--- config.mk ---
export PLATFORM = sky130hd
export DESIGN_NAME = pipe_skid_buf
export DESIGN_NICKNAME = d
export VERILOG_FILES = /design/src/rtl/pipe_skid_buf.sv
export SDC_FILE = /design/constraint.sdc
export NUM_CORES = 1
export LEC_CHECK = 0
export ABC_AREA = 0
export CAP_MARGIN = 20
export CORE_MARGIN = 2
export CORE_UTILIZATION = 40
export CTS_BUF_LIST = sky130_fd_sc_hd__clkbuf_4 sky130_fd_sc_hd__clkbuf_8
export CTS_CLUSTER_DIAMETER = 30
export CTS_CLUSTER_SIZE = 12
export DETAILED_ROUTE_END_ITERATION = 10
export GPL_ROUTABILITY_DRIVEN = 1
export PLACE_DENSITY_LB_ADDON = 0.05
export SLEW_MARGIN = 25
export SYNTH_ARGS = -nofsm -noshare
export SYNTH_HDL_FRONTEND = slang
export SYNTH_SLANG_ARGS = --single-unit
--- constraint.sdc ---
create_clock -name clk -period 1.93 [get_ports clk]
set_input_delay 0.2895 -clock clk [delete_from_list [all_inputs] [get_ports clk]]
set_output_delay 0.2895 -clock clk [all_outputs]
set_load 0.05 [all_outputs]
--- src/rtl/pipe_skid_buf.sv ---
// pipe_skid_buf: two-entry valid/ready skid buffer (register slice).
// Both s_ready and m_valid come straight from flops, so there is no
// combinational path from m_ready to s_ready. m_en = m_valid & m_ready
// drives the enable of the downstream stall-mode registers.
// Optional: define PIPE_SKID_BUF_STAT_EN to enable a saturating counter of
// producer-stall cycles on stall_cnt. When it is undefined, stall_cnt is 0.
module pipe_skid_buf #(
    parameter int                  data_wid = 32,
    parameter logic [data_wid-1:0] rst_val  = '0,
    parameter int                  stat_wid = 16
) (
    input  logic                clk,
    input  logic                rst,
    input  logic                s_valid,
    output logic                s_ready,
    input  logic [data_wid-1:0] s_data,
    output logic                m_valid,
    input  logic                m_ready,
    output logic [data_wid-1:0] m_data,
    output logic                m_en,
    output logic [stat_wid-1:0] stall_cnt
);

    // 2'b11 is unused. If it is ever reached, it recovers to EMPTY.
    typedef enum logic [1:0] {
        ST_EMPTY = 2'b00,
        ST_BUSY  = 2'b01,
        ST_FULL  = 2'b10
    } state_e;

    state_e              state_q, state_d;
    logic [data_wid-1:0] main_q, main_d;
    logic [data_wid-1:0] skid_q, skid_d;
    logic                m_valid_q, m_valid_d;
    logic                s_ready_q, s_ready_d;
    logic                s_xfer;

    assign s_xfer  = s_valid & s_ready_q;
    assign s_ready = s_ready_q;
    assign m_valid = m_valid_q;
    assign m_data  = main_q;
    assign m_en    = m_valid_q & m_ready;

    // Next-state, data-load and registered-output decode
    always_comb begin
        state_d = state_q;
        main_d  = main_q;
        skid_d  = skid_q;
        case (state_q)
            ST_EMPTY: begin
                if (s_xfer) begin
                    state_d = ST_BUSY;
                    main_d  = s_data;
                end
            end
            ST_BUSY: begin
                if (s_xfer && m_ready) begin
                    main_d = s_data;              // pass-through, skid unused
                end else if (s_xfer) begin
                    state_d = ST_FULL;
                    skid_d  = s_data;             // consumer stalled: park new word
                end else if (m_ready) begin
                    state_d = ST_EMPTY;
                end
            end
            ST_FULL: begin
                // s_ready is low here, so no producer transfer can occur
                if (m_ready) begin
                    state_d = ST_BUSY;
                    main_d  = skid_q;
                end
            end
            default: state_d = ST_EMPTY;
        endcase
        m_valid_d = (state_d == ST_BUSY) || (state_d == ST_FULL);
        s_ready_d = (state_d != ST_FULL);
    end

    // State, storage and output flops. Reset discards all held words.
    always_ff @(posedge clk) begin
        if (rst) begin
            state_q   <= ST_EMPTY;
            main_q    <= rst_val;
            skid_q    <= rst_val;
            m_valid_q <= 1'b0;
            s_ready_q <= 1'b0;
        end else begin
            state_q   <= state_d;
            main_q    <= main_d;
            skid_q    <= skid_d;
            m_valid_q <= m_valid_d;
            s_ready_q <= s_ready_d;
        end
    end

`ifdef PIPE_SKID_BUF_STAT_EN
    localparam logic [stat_wid-1:0] STAT_ONE = 1;
    logic [stat_wid-1:0] stall_q;

    // Count cycles in which the producer is blocked; saturate at all-ones
    always_ff @(posedge clk) begin
        if (rst) begin
            stall_q <= '0;
        end else if (s_valid && !s_ready_q && (stall_q != '1)) begin
            stall_q <= stall_q + STAT_ONE;
        end
    end

    assign stall_cnt = stall_q;
`else
    assign stall_cnt = '0;
`endif

endmodule
==> flow_summary_export.csv <==
group,metric,value,unit
clocking,postCtsSetupBuffers,0,
clocking,cts.sink_count,68,
setup_path,timing.rr.start,"state_q[1]$_SDFF_PP0_",
setup_path,critical_path_depth,1,
drt,via_per_inst,4.82,
setup_path,rr_worst_depth,4,
sta,setup-tns-final,0,ps
clocking,clk_pin_slew,70,ps
floorplanning,core-area,6910,um^2
setup_path,critPathMaxStageDelay,820,ps
synth,ys_top_cells_by_area,"dfxtp_1 47%, mux2i_1 11%, nand2_1 8.6%, a21oi_1 5.7%, a211oi_1 5.5%",
outcome,status,"finished, final reports clean",
clocking,cts_buffer_depth,2,
floorplanning,die-area,7920,um^2
power_and_ir_drop,ir_drop,0.000533,V
setup_path,crit_fanout,2,
power_and_ir_drop,p_leak,1.58,nW
floorplanning,placementRows,30,
hold_path,hold_path.class,"in2reg",
synth,ys_ff_latch,68,
clocking,cts_tree,"done",
grt,antenna_found_initial,0,
sta,final_hold_viol_count,0,
synth,synthCells,323,
drt,drc,0,
finish,stdcell_count,490,
power_and_ir_drop,intPower,2.39,mW
clocking,clock-root-buffer,"clkbuf_8",
sta,worst_pin_slew,523,ps
synth,synth_compound_gate_area_share,17.2,%
power_and_ir_drop,fin_total_pwr,3.38,mW
clocking,cts_resized,0,
setup_path,cp.arrival,1520,ps
synth,synth_top_family_by_area,"compound AO/OA/AOI/OAI gates",
synth,synth_adder_area_share,0.433,%
finish,design_area,3890,um^2
finish,diodes,0,
drt,routed_wl,6160,um
power_and_ir_drop,power.share.combinational,20.2,%
clocking,cts_buffers,9,
floorplanning,start_util,41.9,%
drt,drt_iter0_markers,125,
sta,fmax,554,MHz
drt,detail-route-antenna-nets,0,
setup_path,critPathCaptureType,"output pin",
synth,synth_warnings,0,
synth,synthMuxAreaShare,11.4,%
place,io_buffers,70,
setup_path,startpoint_type,"flop",
setup_path,path_class,"reg2out",
synth,synth_flop_cell,"dfxtp_1",
clocking,ctsHtreeMaxLevel,3,
finish,fin_nets,426,
grt,track_usage,16.2,%
synth,synth_edf_count,0,
clocking,ctsHoldBuffers,0,
place,dp_cells,474,
place,place_area,3680,um^2
hold_path,hold_depth,3,
setup_path,timing.critical_path.buf_inv,1,
grt,grt_overflow_total,0,
power_and_ir_drop,p_clk_share,35.3,%
synth,synth_area_per_cell,8.95,um^2
floorplanning,die_w,89.0,um
setup_path,regToRegSetupSlack,400,ps
finish,syn2layout_area_growth,34.4,%
synth,synth_top_area_share,47.1,%
setup_path,crit_start,"m_data[28]$_SDFFE_PP0P_",
grt,grt_start_max_net_pins,69,
grt,grt_pass1_wl,9920,um
drt,wl_per_cell,12.6,um
setup_path,cp_cell_sequence,"clkdlybuf4s50_1",
drt,drt_pass1_iterations,4,
finish,drive_gt1_share,11.2,%
sta,slew_viol_final,0,
place,place_congestion,0.720,
synth,synth_seq_area_share,47.1,%
floorplanning,dieHeight,89.0,um
synth,synth_xor_area_share,0,%
floorplanning,ios,87,
synth,synth_area,2890,um^2
sta,setup_ws,125,ps
setup_path,cp_top_family,"buffers and inverters",
synth,synthTopCellsByCount,"68 x dfxtp_1, 66 x nand2_1, 35 x nor2_1",
sta,finalClockSkew,7.38,ps
setup_path,cpMaxStageDelayCell,"clkdlybuf4s50_1",
sta,grt_setup_unrepaired,"no",
synth,synthDistinctLibCells,22,
power_and_ir_drop,p_per_area,870,nW/um^2
setup_path,cp.required,1640,ps
drt,vias,2360,
setup_path,reg2reg_to,"m_data[3]$_SDFFE_PP0P_",
sta,relSlewSlack,65.0,%
grt,grt_pass1_vias,2037,
synth,synth_most_common_cell,"dfxtp_1",
synth,async_flop_share,0,%
sta,finalSetupViolCount,0,
power_and_ir_drop,power_switching,0.987,mW
power_and_ir_drop,seqPwrFrac,44.5,%
place,post-place-ws,13.8,ps
sta,period_share,93.5,%
place,dp_hpwl,3980,um
power_and_ir_drop,swShare,29.2,%
setup_path,endpoint,"m_data[28]",
clocking,clk_latency,330,ps
sta,min_period,1810,ps
synth,synth_top_area_cell,"dfxtp_1",
synth,yosys.area_share.simple,15.3,%
flow_run,maxCapViolations,0,
cell families (layout without fill, tap and decap cells):
family,count (synthesis),count (layout)
buffers and inverters,42,98
multiplexers,33,33
flip-flops,68,68
other,1,16
AND/OR/NAND/NOR,110,110
AO/OA/AOI/OAI,68,68
adder cells (fa/ha/maj),1,1
tightest hold or removal path, stage by stage:
cell and delay [ps]:
buf_2 110, buf_12 210, nor2_1 110
metal layers:
metal | share of wire, % | GRT usage, %
met1 | 46 | 20.8
met2 | 47 | 26.0
met3 | 5.7 | 4.80
met4 | 1.2 | 5.70
met5 | 0 | 0
registers in the layout (all words and copies together) (netlist names):
name / count
state_q: 2
m_valid: 1
m_data: 32
s_ready: 1
skid_q: 32
worst min-delay path by stage:
stage / start / end / slack [ps]
final: rst / s_ready$_SDFF_PP0_ / 440
after global routing: rst / state_q[0]$_SDFF_PP0_ / 450
after CTS: rst / s_ready$_SDFF_PP0_ / 420
after detailed placement: skid_q[30]$_SDFFE_PP0P_ / skid_q[30]$_SDFFE_PP0P_ / 450
after global placement: skid_q[31]$_SDFFE_PP0P_ / skid_q[31]$_SDFFE_PP0P_ / 440
after floorplan: s_data[0] / skid_q[0]$_SDFFE_PP0P_ / 430
stage by stage:
stage	hold slack (ps)	utilization [%]
after detailed placement	446	53.3
final	437	56.3
after CTS	424	56.3
after global placement	441	53.3
after floorplan	425	-
after global routing	450	56.3
final cells by class:
class                      instances  area [um^2]
sequential                        68         1360
clock buffer                      12          159
timing repair buffer              82          846
tap                               96          120
multi-input combinational        228         1350
fill                             644         3020
clock inverter                     4         47.5
layout by cell type (no fill, tap or decap), drive strengths merged:
master / count
clkdlybuf4s50: 68
dfxtp: 68
nand2: 66
nor2: 35
mux2i: 33
a21oi: 33
a211oi: 32
conb: 16
buf: 14
clkbuf: 12
nor2b: 2
clkinv: 2
nand2b: 2
o21a: 1
o22a: 1
nand4b: 1
and2: 1
nand3b: 1
o31ai: 1
nor3: 1
or3: 1
ha: 1
clkinvlp: 1
bufinv: 1
power by group through the flow:
stage	clock [mW]	sequential, mW	combinational, mW
4_1_cts	1.23	1.51	0.689
6_report	1.19	1.51	0.684
5_1_grt	1.29	1.51	0.728
3_3_place_gp	0	1.54	0.681
3_5_place_dp	0	1.54	0.686
2_1_floorplan	0	1.72	0.279
No activity file was read; power rests on OpenSTA's default activity.
